`src/rtl/pool_flatten_stream_pkg.sv`:
```
// Stage-3 flatten defaults: pooled map geometry, word width and bank FSM encoding.
// Derived widths are computed here so that the interface, top and bank all agree.
package pool_flatten_stream_pkg;
    localparam int CH     = 3;
    localparam int POOL_H = 4;
    localparam int POOL_W = 4;
    localparam int DW     = 32;
    localparam int P      = POOL_H * POOL_W;
    localparam int NW     = CH * P;
    localparam int IW     = (NW > 1) ? $clog2(NW) : 1;
    localparam int PW     = (P > 1) ? $clog2(P) : 1;
    localparam int CW     = (CH > 1) ? $clog2(CH) : 1;

    typedef enum logic {
        S_FILL  = 1'b0,
        S_DRAIN = 1'b1
    } bank_st_e;

    typedef struct packed {
        logic [DW-1:0] data;
        logic [IW-1:0] index;
        logic          last;
    } flat_word_t;
endpackage

```
`src/rtl/pool_flatten_stream_if.sv`:
```
// Pooling-side beat input plus flattened valid/ready output and status of pool_flatten_stream.
interface pool_flatten_stream_if;
    import pool_flatten_stream_pkg::*;

    logic               i_pool_valid;
    logic [CH*DW-1:0]   i_pool_data;
    logic               o_flat_valid;
    logic               i_flat_ready;
    logic [DW-1:0]      o_flat_data;
    logic [IW-1:0]      o_flat_index;
    logic               o_flat_last;
    logic               o_overflow;
    logic [7:0]         o_frame_cnt;

    modport slave (
        input  i_pool_valid, i_pool_data, i_flat_ready,
        output o_flat_valid, o_flat_data, o_flat_index, o_flat_last, o_overflow, o_frame_cnt
    );

    modport master (
        output i_pool_valid, i_pool_data, i_flat_ready,
        input  o_flat_valid, o_flat_data, o_flat_index, o_flat_last, o_overflow, o_frame_cnt
    );
endinterface

```
`src/rtl/pool_flatten_stream_flatten_bank.sv`:
```
// One frame of storage addressed [c][p]: CH-wide write at pixel p, single-word async read.
module flatten_bank
    import pool_flatten_stream_pkg::*;
(
    input  logic             clk,
    input  logic             we_i,
    input  logic [PW-1:0]    wpix_i,
    input  logic [CH*DW-1:0] wdata_i,
    input  logic [CW-1:0]    rc_i,
    input  logic [PW-1:0]    rp_i,
    output logic [DW-1:0]    rdata_o
);
    // Contents are don't-care after reset, so the array carries no reset.
    logic [DW-1:0] mem_q [CH][P];

    always_ff @(posedge clk) begin
        if (we_i) begin
            for (int c = 0; c < CH; c++) mem_q[c][wpix_i] <= wdata_i[c*DW +: DW];
        end
    end

    assign rdata_o = mem_q[rc_i][rp_i];
endmodule

```
`src/rtl/pool_flatten_stream.sv`:
```
// Captures one pooled map per frame and replays it channel-major over valid/ready.
// Define FLATTEN_PINGPONG_EN for two banks so filling overlaps draining.
module pool_flatten_stream
    import pool_flatten_stream_pkg::*;
(
    input  logic                 clk,
    input  logic                 reset_n,
    pool_flatten_stream_if.slave bus
);
`ifdef FLATTEN_PINGPONG_EN
    localparam int NB = 2;
`else
    localparam int NB = 1;
`endif

    bank_st_e      st_q [2];
    logic          wr_bank_q, rd_bank_q;
    logic [PW-1:0] wr_pix_q, rd_p_q;
    logic [CW-1:0] rd_c_q;
    logic [IW-1:0] rd_idx_q;
    logic          rd_done_q;
    flat_word_t    out_q;
    logic          vld_q, ovf_q;
    logic [7:0]    frm_q;

    logic [DW-1:0] rdata [2];
    logic [DW-1:0] rd_word;
    logic          accept, frame_done, rd_active, load, can_write, we;

    assign accept     = vld_q && bus.i_flat_ready;
    assign frame_done = accept && out_q.last;
    // rd_done_q marks that the last word sits in the output register awaiting accept
    assign rd_active  = (st_q[rd_bank_q] == S_DRAIN) && !rd_done_q;
    assign load       = rd_active && (!vld_q || bus.i_flat_ready);
`ifdef FLATTEN_PINGPONG_EN
    // A bank released by the final accept can take a beat on that same edge.
    assign can_write  = (st_q[wr_bank_q] == S_FILL) || (frame_done && (wr_bank_q == rd_bank_q));
`else
    assign can_write  = (st_q[wr_bank_q] == S_FILL);
`endif
    assign we         = bus.i_pool_valid && can_write;

    for (genvar b = 0; b < NB; b++) begin : g_bank
        flatten_bank u_bank (
            .clk     (clk),
            .we_i    (we && (wr_bank_q == 1'(b))),
            .wpix_i  (wr_pix_q),
            .wdata_i (bus.i_pool_data),
            .rc_i    (rd_c_q),
            .rp_i    (rd_p_q),
            .rdata_o (rdata[b])
        );
    end
    if (NB == 1) begin : g_tie
        assign rdata[1] = '0;
    end

    assign rd_word = rdata[rd_bank_q];

    always_ff @(posedge clk or negedge reset_n) begin
        if (!reset_n) begin
            st_q[0]   <= S_FILL;
            st_q[1]   <= S_FILL;
            wr_bank_q <= 1'b0;
            rd_bank_q <= 1'b0;
            wr_pix_q  <= '0;
            rd_c_q    <= '0;
            rd_p_q    <= '0;
            rd_idx_q  <= '0;
            rd_done_q <= 1'b0;
            out_q     <= '0;
            vld_q     <= 1'b0;
            ovf_q     <= 1'b0;
            frm_q     <= '0;
        end else begin
            if (bus.i_pool_valid && !can_write) ovf_q <= 1'b1;

            if (load) begin
                vld_q       <= 1'b1;
                out_q.data  <= rd_word;
                out_q.index <= rd_idx_q;
                out_q.last  <= (rd_idx_q == IW'(NW-1));
                if (rd_idx_q == IW'(NW-1)) begin
                    rd_done_q <= 1'b1;
                    rd_idx_q  <= '0;
                    rd_c_q    <= '0;
                    rd_p_q    <= '0;
                end else begin
                    rd_idx_q <= rd_idx_q + 1'b1;
                    if (rd_p_q == PW'(P-1)) begin
                        rd_p_q <= '0;
                        rd_c_q <= rd_c_q + 1'b1;
                    end else begin
                        rd_p_q <= rd_p_q + 1'b1;
                    end
                end
            end else if (accept) begin
                vld_q <= 1'b0;
            end

            if (frame_done) begin
                frm_q           <= frm_q + 1'b1;
                st_q[rd_bank_q] <= S_FILL;
                rd_done_q       <= 1'b0;
                if (NB == 2) rd_bank_q <= ~rd_bank_q;
            end

            // Placed after the release so a same-edge completion wins.
            if (we) begin
                if (wr_pix_q == PW'(P-1)) begin
                    wr_pix_q        <= '0;
                    st_q[wr_bank_q] <= S_DRAIN;
                    if (NB == 2) wr_bank_q <= ~wr_bank_q;
                end else begin
                    wr_pix_q <= wr_pix_q + 1'b1;
                end
            end
        end
    end

    assign bus.o_flat_valid = vld_q;
    assign bus.o_flat_data  = out_q.data;
    assign bus.o_flat_index = out_q.index;
    assign bus.o_flat_last  = out_q.last;
    assign bus.o_overflow   = ovf_q;
    assign bus.o_frame_cnt  = frm_q;
endmodule

```
`src/flat_wrapper.sv`:
```
// flat-port wrapper written by rule: the top's interface ports become plain ports
module pool_flatten_stream_flat import pool_flatten_stream_pkg::*;
  (clk, reset_n, bus_i_pool_valid, bus_i_pool_data, bus_i_flat_ready, bus_o_flat_valid, bus_o_flat_data, bus_o_flat_index, bus_o_flat_last, bus_o_overflow, bus_o_frame_cnt);
  pool_flatten_stream_if bus_i ();
  input  logic clk;
  input  logic reset_n;
  input wire logic [$bits(bus_i.i_pool_valid)-1:0] bus_i_pool_valid;
  input wire logic [$bits(bus_i.i_pool_data)-1:0] bus_i_pool_data;
  input wire logic [$bits(bus_i.i_flat_ready)-1:0] bus_i_flat_ready;
  output wire logic [$bits(bus_i.o_flat_valid)-1:0] bus_o_flat_valid;
  output wire logic [$bits(bus_i.o_flat_data)-1:0] bus_o_flat_data;
  output wire logic [$bits(bus_i.o_flat_index)-1:0] bus_o_flat_index;
  output wire logic [$bits(bus_i.o_flat_last)-1:0] bus_o_flat_last;
  output wire logic [$bits(bus_i.o_overflow)-1:0] bus_o_overflow;
  output wire logic [$bits(bus_i.o_frame_cnt)-1:0] bus_o_frame_cnt;
  assign bus_i.i_pool_valid = bus_i_pool_valid;
  assign bus_i.i_pool_data = bus_i_pool_data;
  assign bus_i.i_flat_ready = bus_i_flat_ready;
  assign bus_o_flat_valid = bus_i.o_flat_valid;
  assign bus_o_flat_data = bus_i.o_flat_data;
  assign bus_o_flat_index = bus_i.o_flat_index;
  assign bus_o_flat_last = bus_i.o_flat_last;
  assign bus_o_overflow = bus_i.o_overflow;
  assign bus_o_frame_cnt = bus_i.o_frame_cnt;
  pool_flatten_stream u_core (.clk(clk), .reset_n(reset_n), .bus(bus_i));
endmodule
```
`config.mk`:
```
export PLATFORM = sky130hd
export DESIGN_NAME = pool_flatten_stream_flat
export DESIGN_NICKNAME = d
export VERILOG_FILES = /design/src/rtl/pool_flatten_stream_pkg.sv /design/src/rtl/pool_flatten_stream_if.sv /design/src/rtl/pool_flatten_stream_flatten_bank.sv /design/src/rtl/pool_flatten_stream.sv /design/src/flat_wrapper.sv
export SDC_FILE = /design/constraint.sdc
export NUM_CORES = 1
export LEC_CHECK = 0
export CORE_ASPECT_RATIO = 0.6
export CORE_MARGIN = 10
export CORE_UTILIZATION = 23
export DETAILED_ROUTE_END_ITERATION = 10
export HOLD_SLACK_MARGIN = 0.05
export PLACE_DENSITY = 0.62
export SYNTH_ARGS = -nofsm -noshare
export SYNTH_HDL_FRONTEND = slang
export SYNTH_SLANG_ARGS = --single-unit
```
`constraint.sdc`:
```
create_clock -name clk -period 3.67 [get_ports clk]
set_clock_uncertainty 0.05 [all_clocks]
set_input_delay 0.734 -clock clk [delete_from_list [all_inputs] [get_ports clk]]
set_output_delay 0.734 -clock clk [all_outputs]
set_load 0.005 [all_outputs]
```
==> flow_metrics.py <==
metrics = {
    "worst_setup_path": {
        "cp_top_family": "simple AND/OR/NAND/NOR gates",
        "critical-path-slowest-cell": "or4_1",
        "worst-endpoint-required_ns": 3.78,
        "worstPathMaxFanout": 5,
        "setup.worst_path.end_class": "flip-flop",
        "setup.worst_path.start": "bus_i_flat_ready",
        "cpPeakStageDelay_ns": 0.55,
        "critical_path_type": "in2reg",
        "start_of_the_worst_register_to_register_path": "u_core.st_q[0]",
        "crit_arrival_ns": 2.23,
        "crit_path_launch_type": "input pin",
        "timing.critical_path.cells": "clkdlybuf4s50_1 -> nor2b_1 -> or4_1 -> mux2_1",
        "crit_buf_inv": 1,
    },
    "floorplanning": {
        "num_rows": 22,
        "design.core.area_um2": 6250,
        "die_x_extent_um": 125,
        "boundaryPins": 149,
        "initial_util": 0.243,
        "die-height_um": 83.0,
        "total_die_area_um2": 10400,
    },
    "sta": {
        "final.period_utilization": 0.579,
        "grt_setup_unrepaired": "false",
        "setup_tns_ns": 0,
        "fin_crit_ns": 2.13,
        "slew_viol_final": 0,
        "finalHoldViolCount": 0,
        "max_freq_ghz": 0.470,
        "finalSetupViolations": 0,
        "finalWorstSetupSlack_ns": 1.54,
    },
    "finish": {
        "instances_no_fill": 252,
        "antenna-diode-count": 0,
        "layout-drive-gt1-share": 0.0893,
        "finalNetCount": 271,
        "area.growth.synth_to_final_pct": 17.9,
        "fillerInstances": 692,
        "final_core_area_utilization": 0.287,
    },
    "clocking": {
        "clock-root-buffer": "clkbuf_8",
        "tritoncts.num_buffers": 5,
        "htreeDepth": 2,
        "postCtsSetupBuffers": 0,
        "worstSkewPairLatency_ns": 0.28,
        "clkSlewWorstSetupHoldPaths_ns": 0.06,
        "clock_sink_count": 29,
        "holdBufCountCts": 0,
        "post_cts_resized": 0,
        "tritoncts_clock_tree": "built",
        "max-clock-path-buffers": 2,
    },
    "logic_synthesis": {
        "mapped_avg_cell_area_um2": 10.7,
        "synth_top_cell_area_share": 0.478,
        "synth.ff_latch_count": 29,
        "portion_of_the_post_synthesis_area_used_by_sequential_elements": 0.478,
        "synth-warning-count": 2,
        "synth_common_cells": "buf_4, dfrtp_1, nand2_1, mux2_2",
        "synth_most_common_cell": "buf_4",
        "synthFlopType": "dfrtp_1",
        "synth_cell_types": 32,
        "post_synthesis_instance_area_um2": 1520,
        "post_synth_inst_count": 142,
        "synth_enable_flop_cells": 0,
        "async_flop_share": 1.00,
        "post_synth_main_area_contributors": "dfrtp_1, buf_4, mux2_2",
        "netlist.top_cell.by_area": "dfrtp_1",
    },
    "min_path": {
        "worst_hold_startpoint": "u_core.bus.o_frame_cnt[7]",
        "min-delay-path-class": "reg2reg",
    },
    "detailed_routing": {
        "route.detailed.wl_per_inst_um": 13.2,
        "routed_wirelength_mm": 3.32,
        "drc": 0,
        "detailedRoute.firstIterationViolations": 56,
        "route.antenna.remaining_nets": 0,
        "detail_route.vias_per_cell": 3.96,
        "detailroute.via_count": 998,
        "detail_route.first_pass.iterations": 4,
    },
    "pwr": {
        "static-leakage-power_nw": 0.826,
        "p_total_mw": 1.23,
        "powerDensity_nw_per_um2": 685,
        "power.switching_fraction": 0.335,
        "power.clock.fraction": 0.215,
        "netSwitchingPower_mw": 0.412,
        "max-vdd-ir-drop_mv": 0.280,
        "share_seq_of_total_power": 0.451,
        "p_int_mw": 0.815,
        "power_frac_comb": 0.334,
    },
    "placement": {
        "dp_hpwl_mm": 2.51,
        "io_buffers": 20,
        "placement.setup.worst_slack_ns": 1.26,
        "dpl.cell_count": 245,
        "gp_routability_congestion": 0.779,
    },
    "global_routing": {
        "grt_start_max_net_pins": 30,
        "grt_first_pass_wirelength_mm": 5.60,
        "globalRouteOverflowTotal": 0,
        "antenna_violations_before_repair": 0,
        "first_global_vias": 1029,
        "grt_usage": 0.0653,
    },
    "run_status": {
        "outcome": "complete, no violations",
    },
    "flow_run": {
        "max_cap_violations": 0,
    },
}
final timing paths:
kind,endpoint,slack (ns),depth (start not counted)
max reg2reg,u_core.bus.o_flat_index[4],2.01,3
min in group asynchronous,u_core.bus.o_frame_cnt[7],0.80,2
min reg2reg,u_core.bus.o_frame_cnt[7],0.42,1
min,u_core.bus.o_frame_cnt[7],0.42,1
max in group asynchronous,u_core.bus.o_flat_index[1],2.48,2
max,u_core.rd_idx_q[4],1.54,4
logic make-up (layout without fill, tap and decap cells):
family / count (synthesis) / count (layout) / share of synthesized area
xor gates and xnor gates: 9 / 9 / 0.0519
adders and majority gates: 3 / 3 / 0.0247
AOI/OAI and AO/OA: 17 / 17 / 0.0758
DFF: 29 / 29 / 0.478
buffers and inverters: 34 / 29 / 0.163
muxes: 8 / 8 / 0.0593
other: 1 / 32 / 0.00247
and+or+nand+nor: 41 / 41 / 0.145
registers in the layout (all words and copies together), names as in the netlist:
register,flops
u_core.bus.o_flat_index,6
u_core.bus.o_flat_last,1
u_core.bus.o_flat_valid,1
u_core.bus.o_frame_cnt,8
u_core.bus.o_overflow,1
u_core.rd_done_q,1
u_core.rd_idx_q,6
u_core.st_q,1
u_core.wr_pix_q,4
layout by cell type (no fill, tap or decap), types with 2 or more instances in the layout:
cell,netlist,final
a21o_1,3,3
a21oi_1,2,2
and3_1,3,3
clkbuf_8,0,6
clkdlybuf4s50_1,0,20
conb_1,1,32
dfrtp_1,29,29
ha_1,3,3
mux2_2,7,7
nand2_1,13,13
nand2b_1,2,2
nand3_1,5,5
nand3b_1,3,3
nand4_1,4,4
nor2_1,3,3
nor2b_1,2,2
nor3_1,2,2
o21ai_0,6,6
xnor2_1,6,6
xor2_1,3,3
per-layer routing:
metal	routed length, µm	up-vias	track usage
met5	0	-	0
met4	12	0	0.0155
met3	250	2	0.0349
met2	1520	22	0.0949
met1	1540	498	0.0826
li1	-	476	-
power groups by stage:
stage | Sequential, mW | Combinational, mW | Clock (mW)
2_1_floorplan | 0.533 | 0.271 | 0
3_3_place_gp | 0.551 | 0.406 | 0
3_5_place_dp | 0.557 | 0.417 | 0
4_1_cts | 0.554 | 0.419 | 0.275
5_1_grt | 0.575 | 0.475 | 0.295
6_report | 0.553 | 0.410 | 0.264
area by class of cell:
class                   instances  area (µm²)  area share
well taps                      84         105      0.0587
multi-input cells             110         662       0.370
inverters                       1        3.75     0.00210
repair buffers                 21         208       0.116
flip-flops and latches         29         726       0.405
clock buffers                   7        86.3      0.0482
worst register-to-register path: cells and delay by family, from the launching register on:
kind             cells  cell delay, ns
muxes                1            0.35
and+or+nand+nor      2            0.66
DFF                  1            0.48
metrics by stage:
step / hold slack [ns] / area, µm²
2_1_floorplan: 0.388 / 1640
3_3_place_gp: 0.406 / 1700
3_5_place_dp: 0.409 / 1700
4_1_cts: 0.420 / 1790
5_1_grt: 0.428 / 1790
6_report: 0.417 / 1790
(Power assumes the default switching activity.)
